<file path="src/rtl/uart_pkg.sv">
// Shared definitions for the UART receive path.
//   rx_state_t : receiver FSM states (PARITY is only used when UART_RX_PARITY_EN is defined)
//   DATA_BITS  : payload bits per character
//   baud_div() : clocks per oversample tick, clamped to at least 1
package uart_pkg;

    localparam int DATA_BITS = 8;

    typedef enum logic [2:0] {
        IDLE,
        START,
        DATA,
        PARITY,
        STOP,
        BREAK,
        DONE
    } rx_state_t;

    function automatic int baud_div(input int clk_freq, input int baud, input int oversample);
        int d;
        d = clk_freq / (baud * oversample);
        return (d < 1) ? 1 : d;
    endfunction

endpackage

</file>
<file path="src/rtl/uart_rx_byte_if.sv">
// Consumer-side bundle of the UART byte receiver.
//   data       : last received byte, LSB first on the wire
//   data_valid : byte in data not yet acknowledged
//   data_ack   : consumer accepts data
//   frame_err  : one-cycle pulse on a bad stop (or parity) bit
//   overrun    : one-cycle pulse when a new byte replaces an unacknowledged one
//   busy       : receiver is somewhere other than IDLE
//
// Handshake: a byte is transferred on every clk where data_valid and data_ack
// are both 1. While data_valid is 1 and data_ack is 0, data holds still.
// data_ack while data_valid is 0 has no effect.
//
// Modports: master = receiver, slave = consumer.
interface uart_rx_byte_if;
    import uart_pkg::*;

    logic [DATA_BITS-1:0] data;
    logic                 data_valid;
    logic                 data_ack;
    logic                 frame_err;
    logic                 overrun;
    logic                 busy;

    modport master (output data, data_valid, frame_err, overrun, busy, input data_ack);
    modport slave  (input data, data_valid, frame_err, overrun, busy, output data_ack);
endinterface

</file>
<file path="src/rtl/uart_baud_tick.sv">
// Oversample tick generator: tick is high for one clk out of every DIV clks.
//   clk, rst : system clock, synchronous active-high reset
//   restart  : forces the divider back to count 0 so the next tick is DIV clks away
//   tick     : one-clk pulse
module uart_baud_tick #(
    parameter int DIV = 10
) (
    input  logic clk,
    input  logic rst,
    input  logic restart,
    output logic tick
);

    localparam int W = (DIV > 1) ? $clog2(DIV) : 1;
    localparam logic [W-1:0] LAST = W'(DIV - 1);

    logic [W-1:0] cnt;

    always_ff @(posedge clk) begin
        if (rst || restart) begin
            cnt <= '0;
        end else if (cnt == LAST) begin
            cnt <= '0;
        end else begin
            cnt <= cnt + 1'b1;
        end
    end

    assign tick = (cnt == LAST);

endmodule

</file>
<file path="src/rtl/uart_rx_byte.sv">
// 8N1 UART receiver with valid/ack byte delivery, framing-error and overrun pulses.
// Optional even parity (8E1) when the macro UART_RX_PARITY_EN is defined.
//   clk, rst  : system clock, synchronous active-high reset
//   rxd       : asynchronous serial input, idle high
//   rx        : consumer bundle (data, data_valid, data_ack, frame_err, overrun, busy)
//   state_dbg : current FSM state
module uart_rx_byte
    import uart_pkg::*;
#(
    parameter int CLK_FREQ   = 100_000_000,
    parameter int BAUD       = 9600,
    parameter int OVERSAMPLE = 16
) (
    input  logic                  clk,
    input  logic                  rst,
    input  logic                  rxd,
    uart_rx_byte_if.master        rx,
    output rx_state_t             state_dbg
);

    localparam int DIV = baud_div(CLK_FREQ, BAUD, OVERSAMPLE);
    localparam int SW  = $clog2(OVERSAMPLE);
    localparam logic [SW-1:0] S_MID  = SW'(OVERSAMPLE / 2 - 1);
    localparam logic [SW-1:0] S_LAST = SW'(OVERSAMPLE - 1);
    localparam logic [2:0]    B_LAST = 3'(DATA_BITS - 1);

    logic                 rx_meta, rx_s;
    rx_state_t            state, state_n;
    logic [SW-1:0]        scnt, scnt_n;
    logic [2:0]           bcnt, bcnt_n;
    logic [DATA_BITS-1:0] shreg, shreg_n;
    logic [DATA_BITS-1:0] data_r, data_n;
    logic                 valid_r, valid_n;
    logic                 fe_r, fe_n;
    logic                 ov_r, ov_n;
    logic                 tick, restart;

    // The divider is re-phased on the start edge so the half-bit start sample
    // and every later sample land in the middle of their bits.
    uart_baud_tick #(.DIV(DIV)) u_tick (
        .clk     (clk),
        .rst     (rst),
        .restart (restart),
        .tick    (tick)
    );

    always_ff @(posedge clk) begin
        if (rst) begin
            rx_meta <= 1'b1;
            rx_s    <= 1'b1;
            state   <= IDLE;
            scnt    <= '0;
            bcnt    <= '0;
            shreg   <= '0;
            data_r  <= '0;
            valid_r <= 1'b0;
            fe_r    <= 1'b0;
            ov_r    <= 1'b0;
        end else begin
            rx_meta <= rxd;
            rx_s    <= rx_meta;
            state   <= state_n;
            scnt    <= scnt_n;
            bcnt    <= bcnt_n;
            shreg   <= shreg_n;
            data_r  <= data_n;
            valid_r <= valid_n;
            fe_r    <= fe_n;
            ov_r    <= ov_n;
        end
    end

    always_comb begin
        state_n = state;
        scnt_n  = scnt;
        bcnt_n  = bcnt;
        shreg_n = shreg;
        data_n  = data_r;
        valid_n = valid_r;
        fe_n    = 1'b0;
        ov_n    = 1'b0;
        restart = 1'b0;

        // Acknowledge first; a byte completing in the same clk overrides it below.
        if (valid_r && rx.data_ack) begin
            valid_n = 1'b0;
        end

        case (state)
            IDLE: begin
                if (!rx_s) begin
                    state_n = START;
                    scnt_n  = '0;
                    restart = 1'b1;
                end
            end
            START: begin
                if (tick) begin
                    if (scnt == S_MID) begin
                        scnt_n = '0;
                        bcnt_n = '0;
                        // A line that is high again at mid start bit was a glitch.
                        state_n = rx_s ? IDLE : DATA;
                    end else begin
                        scnt_n = scnt + 1'b1;
                    end
                end
            end
            DATA: begin
                if (tick) begin
                    if (scnt == S_LAST) begin
                        scnt_n  = '0;
                        shreg_n = {rx_s, shreg[DATA_BITS-1:1]};
                        if (bcnt == B_LAST) begin
`ifdef UART_RX_PARITY_EN
                            state_n = PARITY;
`else
                            state_n = STOP;
`endif
                        end else begin
                            bcnt_n = bcnt + 1'b1;
                        end
                    end else begin
                        scnt_n = scnt + 1'b1;
                    end
                end
            end
`ifdef UART_RX_PARITY_EN
            PARITY: begin
                if (tick) begin
                    if (scnt == S_LAST) begin
                        scnt_n = '0;
                        // Even parity: data bits plus parity bit must XOR to 0.
                        if ((^shreg) ^ rx_s) begin
                            fe_n    = 1'b1;
                            state_n = BREAK;
                        end else begin
                            state_n = STOP;
                        end
                    end else begin
                        scnt_n = scnt + 1'b1;
                    end
                end
            end
`endif
            STOP: begin
                if (tick) begin
                    if (scnt == S_LAST) begin
                        scnt_n = '0;
                        if (rx_s) begin
                            state_n = DONE;
                        end else begin
                            fe_n    = 1'b1;
                            state_n = BREAK;
                        end
                    end else begin
                        scnt_n = scnt + 1'b1;
                    end
                end
            end
            BREAK: begin
                // Only a return to idle-high re-arms start detection.
                if (rx_s) begin
                    state_n = IDLE;
                end
            end
            DONE: begin
                data_n  = shreg;
                valid_n = 1'b1;
                ov_n    = valid_r && !rx.data_ack;
                state_n = IDLE;
            end
            default: begin
                state_n = IDLE;
            end
        endcase
    end

    assign rx.data       = data_r;
    assign rx.data_valid = valid_r;
    assign rx.frame_err  = fe_r;
    assign rx.overrun    = ov_r;
    assign rx.busy       = (state != IDLE);
    assign state_dbg     = state;

endmodule

</file>
<file path="src/flat_wrapper.sv">
// flat-port wrapper written by rule: the top's interface ports become plain ports
module uart_rx_byte_flat import uart_pkg::*;
#(
    parameter int CLK_FREQ   = 100_000_000,
    parameter int BAUD       = 9600,
    parameter int OVERSAMPLE = 16
)
  (clk, rst, rxd, state_dbg, rx_data, rx_data_valid, rx_frame_err, rx_overrun, rx_busy, rx_data_ack);
  uart_rx_byte_if rx_i ();
  input  logic clk;
  input  logic rst;
  input  logic rxd;
  output rx_state_t state_dbg;
  output wire logic [$bits(rx_i.data)-1:0] rx_data;
  output wire logic [$bits(rx_i.data_valid)-1:0] rx_data_valid;
  output wire logic [$bits(rx_i.frame_err)-1:0] rx_frame_err;
  output wire logic [$bits(rx_i.overrun)-1:0] rx_overrun;
  output wire logic [$bits(rx_i.busy)-1:0] rx_busy;
  input wire logic [$bits(rx_i.data_ack)-1:0] rx_data_ack;
  assign rx_data = rx_i.data;
  assign rx_data_valid = rx_i.data_valid;
  assign rx_frame_err = rx_i.frame_err;
  assign rx_overrun = rx_i.overrun;
  assign rx_busy = rx_i.busy;
  assign rx_i.data_ack = rx_data_ack;
  uart_rx_byte #(.CLK_FREQ(CLK_FREQ), .BAUD(BAUD), .OVERSAMPLE(OVERSAMPLE)) u_core (.clk(clk), .rst(rst), .rxd(rxd), .rx(rx_i), .state_dbg(state_dbg));
endmodule
</file>
<file path="config.mk">
export PLATFORM = sky130hd
export DESIGN_NAME = uart_rx_byte_flat
export DESIGN_NICKNAME = d
export VERILOG_FILES = /design/src/rtl/uart_pkg.sv /design/src/rtl/uart_rx_byte_if.sv /design/src/rtl/uart_baud_tick.sv /design/src/rtl/uart_rx_byte.sv /design/src/flat_wrapper.sv
export SDC_FILE = /design/constraint.sdc
export NUM_CORES = 1
export LEC_CHECK = 0
export BUFFER_PORTS_ARGS = -buffer_cell sky130_fd_sc_hd__buf_2
export CAP_MARGIN = 15
export CORE_ASPECT_RATIO = 0.6
export CORE_MARGIN = 5
export CORE_UTILIZATION = 55
export CTS_BUF_LIST = sky130_fd_sc_hd__clkbuf_4 sky130_fd_sc_hd__clkbuf_8
export DETAILED_ROUTE_END_ITERATION = 16
export PLACE_DENSITY = 0.75
export SLEW_MARGIN = 20
export SYNTH_ARGS = -nofsm -noshare
export SYNTH_HDL_FRONTEND = slang
export SYNTH_HIERARCHICAL = 1
export SYNTH_SLANG_ARGS = --single-unit
</file>
<file path="constraint.sdc">
create_clock -name clk -period 4.9 [get_ports clk]
set_input_delay 0.245 -clock clk [delete_from_list [all_inputs] [get_ports clk]]
set_output_delay 0.245 -clock clk [all_outputs]
set_load 0.05 [all_outputs]
</file>
Yosys cells after proc, flatten, opt, wreduce, memory -nomap -nowiden

Cells that the tools add are included.

Add/sub/neg operators: 3
$mul: 0
Divide/modulo/power cells: 0
Magnitude comparators: 0
Equal/unequal tests: 20
Shifts and indexed selects: 0
Multiplexer cells: 28
Bitwise logic cells: 4
Reduce and logical (&&, ||, !) cells: 17

Operators with widths:

| operator                                             | number |
|---|---|
| two-way mux 3 bit                                    | 14 |
| two-way mux 4 bit                                    | 5 |
| != test 2 x 1 -> 1 bit (second input constant)       | 9 |
| one-hot mux 3 bit (5 select lines)                   | 1 |
| equality test 3 bit (second input constant)          | 4 |
| one-hot mux 4 bit (3 select lines)                   | 1 |
| adder 10 x 1 -> 10 bit (second input constant)       | 1 |
| equality test 10 bit (second input constant)         | 1 |
| AND reduction 9 bit                                  | 1 |
| one-hot mux 3 bit (2 select lines)                   | 1 |
| AND reduction 6 bit                                  | 1 |
| nonzero test 3 bit                                   | 2 |
| OR reduction 2 bit                                   | 3 |
| adder 4 x 1 -> 4 bit (second input constant)         | 1 |
| equality test 4 x 3 -> 1 bit (second input constant) | 1 |
| equality test 4 bit (second input constant)          | 1 |
| two-way mux 1 bit                                    | 4 |
| two-way mux 2 bit                                    | 2 |
| != test 2 bit (second input constant)                | 2 |
| inverter 1 bit                                       | 4 |
| AND reduction 4 bit                                  | 1 |
| nonzero test 2 bit                                   | 2 |
| OR reduction 4 bit                                   | 1 |
| adder 3 x 1 -> 3 bit (second input constant)         | 1 |
| other kinds (7)                                      | 8 |

Register bits after elaboration: 41
Bits in latches: 0
Memory bits (writable): 0
Bits in read-only memories: 0
Bits of input ports: 4
Output and inout port bits: 15
Logic and storage cells: 83
Memories: 0

Longest topological paths before layout

Depth after elaboration: 5
Mapped depth: 9
Depth with buffers taken out: 9

Cells and area by module

The synthesis kept the hierarchy.

Modules (own cells, without submodules):

| module         | instances | cells each | area an instance (um2) | seq. area each (um2) |
|---|---|---|---|---|
| uart_rx_byte   | 1         | 161        | 1,417.6                | 620.6 |
| uart_baud_tick | 1         | 51         | 462.9                  | 200.2 |

Least setup slack after synthesis

No wires, ideal clock.

Path type: reg2reg
Start point: register u_core.u_tick.cnt[2]
End point: register u_core.scnt[3]
Setup time: 0.070 ns
Data arrival time: 2.343 ns
Data required time: 4.830 ns
Path slack: 2.487 ns
Cell stages (with the launch flop): 8
Buffers on the path: 0
Period minus slack after synthesis: 2.413 ns
Path through: dfxtp_1 > or4b_4 > nor4_1 > nand2_1 > o21ai_0 > a21oi_1 > or4_1 > a21oi_1

Longest elaborated chain between the ends: 3
Elaborated cells on any way between the ends: 4
Classes of those cells: eq/ne: 3; reduce/logical: 1

Ends and longest elaborated chain:

| element                                  | line                 | RTL |
|---|---|---|
| from (decl)                              | uart_baud_tick.sv:17 | `logic [W-1:0] cnt;` |
| from (signal assigned)                   | uart_baud_tick.sv:25 | `cnt <= cnt + 1'b1;` |
| equality test 10 bit (*)                 | uart_baud_tick.sv:29 | `assign tick = (cnt == LAST);` |
| named net u_core.tick                    | uart_rx_byte.sv:36   | `logic tick, restart;` |
| != test 2 x 1 -> 1 bit (no source line)  | -                    |  |
| AND reduction 4 bit (no source line) (*) | -                    |  |
| to (signal assigned)                     | uart_rx_byte.sv:63   | `scnt <= scnt_n;` |
| to (decl)                                | uart_rx_byte.sv:29   | `logic [SW-1:0] scnt, scnt_n;` |

The timed path passes the listed nets; every way through them passes the cells marked *.
A chain may end at the register's enable or synchronous reset.

Final worst setup path

Same ends and word-level chain as after synthesis.

==> impl_metrics.ini <==
[detailed_routing]
drtAntennaViolNets = 0
avgViaCountPerCell = 5.66
route.detailed.drc = 0
vias = 1552
drt-total-wl_um = 3610
drtPass1Iterations = 4
wl_per_cell_um = 13.2
drt_iter0_drc = 166

[final_layout]
nets = 237
stdcell_count = 274
diodes = 0
area_delta_synth_final_pct = 9.91
drive_gt1_share_pct = 16.6
fillers = 297

[placement]
dpl_worst_slack_ns = 2.20
port_buffers = 18
gp_congestion = 0.812
dp_cells = 266
dpl.hpwl_um = 2480

[synth]
avgSynthCellArea_um2 = 8.87
seq_area_frac_synth_pct = 43.6
ys_seq_elements = 41
synth_top_flop_cell = dfxtp_1
yosysUniqueCellTypes = 42
yosysTopAreaCell = dfxtp_1
synth_edf_count = 0
synth_area_um2 = 1880
synth_common_cells = dfxtp_1 (41), nor2_1 (23), a21oi_1 (21), nand2_1 (16), nand3_1 (16)
synthCells = 212
syn_nets = 221
synth_area_leaders = dfxtp_1 (44%), a21oi_1 (5.6%), mux2i_1 (5.3%), nor2_1 (4.6%), nand3_1 (4.3%)
ys_warn_count = 6
async_flop_share_pct = 0
yosys.area.top_type_share_pct = 43.6
synth.most_common_cell = dfxtp_1

[clock_tree]
clockBufferDepth = 2
clock_latency_ns = 0.29
cts_sinks = 41
postCtsSetupBuffers = 0
cts_tree = done
clk_root_buffer_cell = clkbuf_8
h-tree-depth = 2
postCtsResizedCells = 0
ctsHoldBuffers = 0
clk_pin_slew_ns = 0.08
cts_buffers = 5

[timing]
slew_headroom_pct = 45.0
finalSetupViolCount = 0
finalHoldViolations = 0
slew_viol_final = 0
fin_tns_setup_ns = 0
period_share_pct = 56.4
fmax_mhz = 362
holdWs_ns = 0.132
fin_worst_skew_ns = 0.00381
fin_ws_ns = 2.14
worst_pin_slew_ns = 0.817
rsz0062_at_grt = no
fin_crit_ns = 2.76

[worst_hold_path]
hold_path_class = in2reg

[run_status]
status = finished clean

[setup_path]
cp.required_ns = 5.12
critPathMaxFanout = 8
cp.arrival_ns = 2.99
end_kind = register
startpoint_type = register
crit_type = reg2reg

[pwr]
power_uw = 584
p_leak_uw = 0.000765
ir_worst_vdd_mv = 0.169
p_per_area_nw_per_um2 = 283

[grt]
grt_max_degree = 34
grtUsageTotal_pct = 16.8
grt_pass1_wl_um = 6490
overflow = 0
grt_antenna_before_repair = 0
grt_pass1_vias = 1383

[floorplan]
coreArea_um2 = 3260
io_pins = 19
die_w_um = 85.5
rows = 16
dieArea_um2 = 4730
die_height_um = 55.3
start_util_pct = 57.6

[flow_run]
drv_cap = 0
## per-stage QoR
stage,util (%),cell area [µm²]
floorplan,-,1880
global placement,60.7,1980
detailed placement,60.7,1980
CTS,63.3,2070
global route,63.3,2070
finish,63.3,2070
## layer usage
metal,vias up,GRT usage [%],part of all wire [%]
li1,784,-,-
met1,721,25.3,53
met2,42,21.9,40
met3,5,4.46,5.6
met4,0,7.45,1.1
met5,-,0,0
## area by class of cell
type	count	area (µm²)	share of cell area [%]
clock inverters	3	17.5	0.847
inverters	3	11.3	0.545
multi-input cells	159	1000	48.5
clock buffers	5	68.8	3.33
flip-flops and latches	41	821	39.7
repair buffers	18	90.1	4.36
well taps	45	56.3	2.72
## sequential cells by signal, indices dropped and copies added (netlist names)
register,cells
u_core/bcnt,3
u_core/rx.data,8
u_core/rx.data_valid,1
u_core/rx.frame_err,1
u_core/rx.overrun,1
u_core/rx_meta,1
u_core/rx_s,1
u_core/scnt,4
u_core/shreg,8
u_core/state_dbg,3
u_core/u_tick/cnt,10
## critical path: stages, from the launching register on
cell     delay, ns
dfxtp_1       0.36
or4b_4        0.55
nor4_1        0.70
nand2_1       0.09
o21ai_0       0.13
a21oi_1       0.21
or4_1         0.50
a21oi_1       0.14
## worst paths after layout
kind	from	to	slack, ns	cells after the start
worst max-delay path	u_core/u_tick/cnt[2]	u_core/scnt[3]	2.14	7
worst min-delay path	rxd	u_core/rx_meta	0.13	2
worst max register to register	u_core/u_tick/cnt[2]	u_core/scnt[3]	2.14	7
worst min register to register	u_core/rx_meta	u_core/rx_s	0.41	1
## cells by family after synthesis
| kind of cell | count (synthesis) | synth area share, % |
|---|---|---|
| compound gates | 42 | 13.9 |
| simple gates | 95 | 27.3 |
| flops | 41 | 43.6 |
| xor+xnor | 6 | 2.79 |
| buf+inv | 12 | 3.06 |
| mux | 11 | 5.92 |
| fa+ha+maj | 5 | 3.33 |
## placed cells by master, fill, tap and decap left out, types with 2 or more instances in the layout
cell      Yosys  routed
nand4_1       2       2
or3_1         5       5
ha_1          5       5
o31ai_1       2       2
nand3b_1      2       2
inv_1         3       3
clkinv_2      0       2
dfxtp_1      41      41
clkbuf_8      0       5
nand2_1      16      16
buf_2         4      18
nand2b_1      8       8
nor3_1        2       2
or2_2         5       5
nor2_1       23      23
nor2b_1       4       4
a21oi_1      21      21
xnor2_1       4       4
mux2i_1      10      10
nand3_1      16      16
a31oi_1       2       2
o21ai_0      10      10
xor2_1        2       2
or4_1         2       2
## power by group
group | total, µW | internal, µW | switching (µW) | leakage [µW]
Combinational | 29.6 | 10.8 | 18.8 | 0.000390
Sequential | 342 | 336 | 5.71 | 0.000331
Clock | 213 | 98.2 | 114 | 0.0000439
Total | 584 | 445 | 139 | 0.000765
No activity file was read; power rests on OpenSTA's default activity.
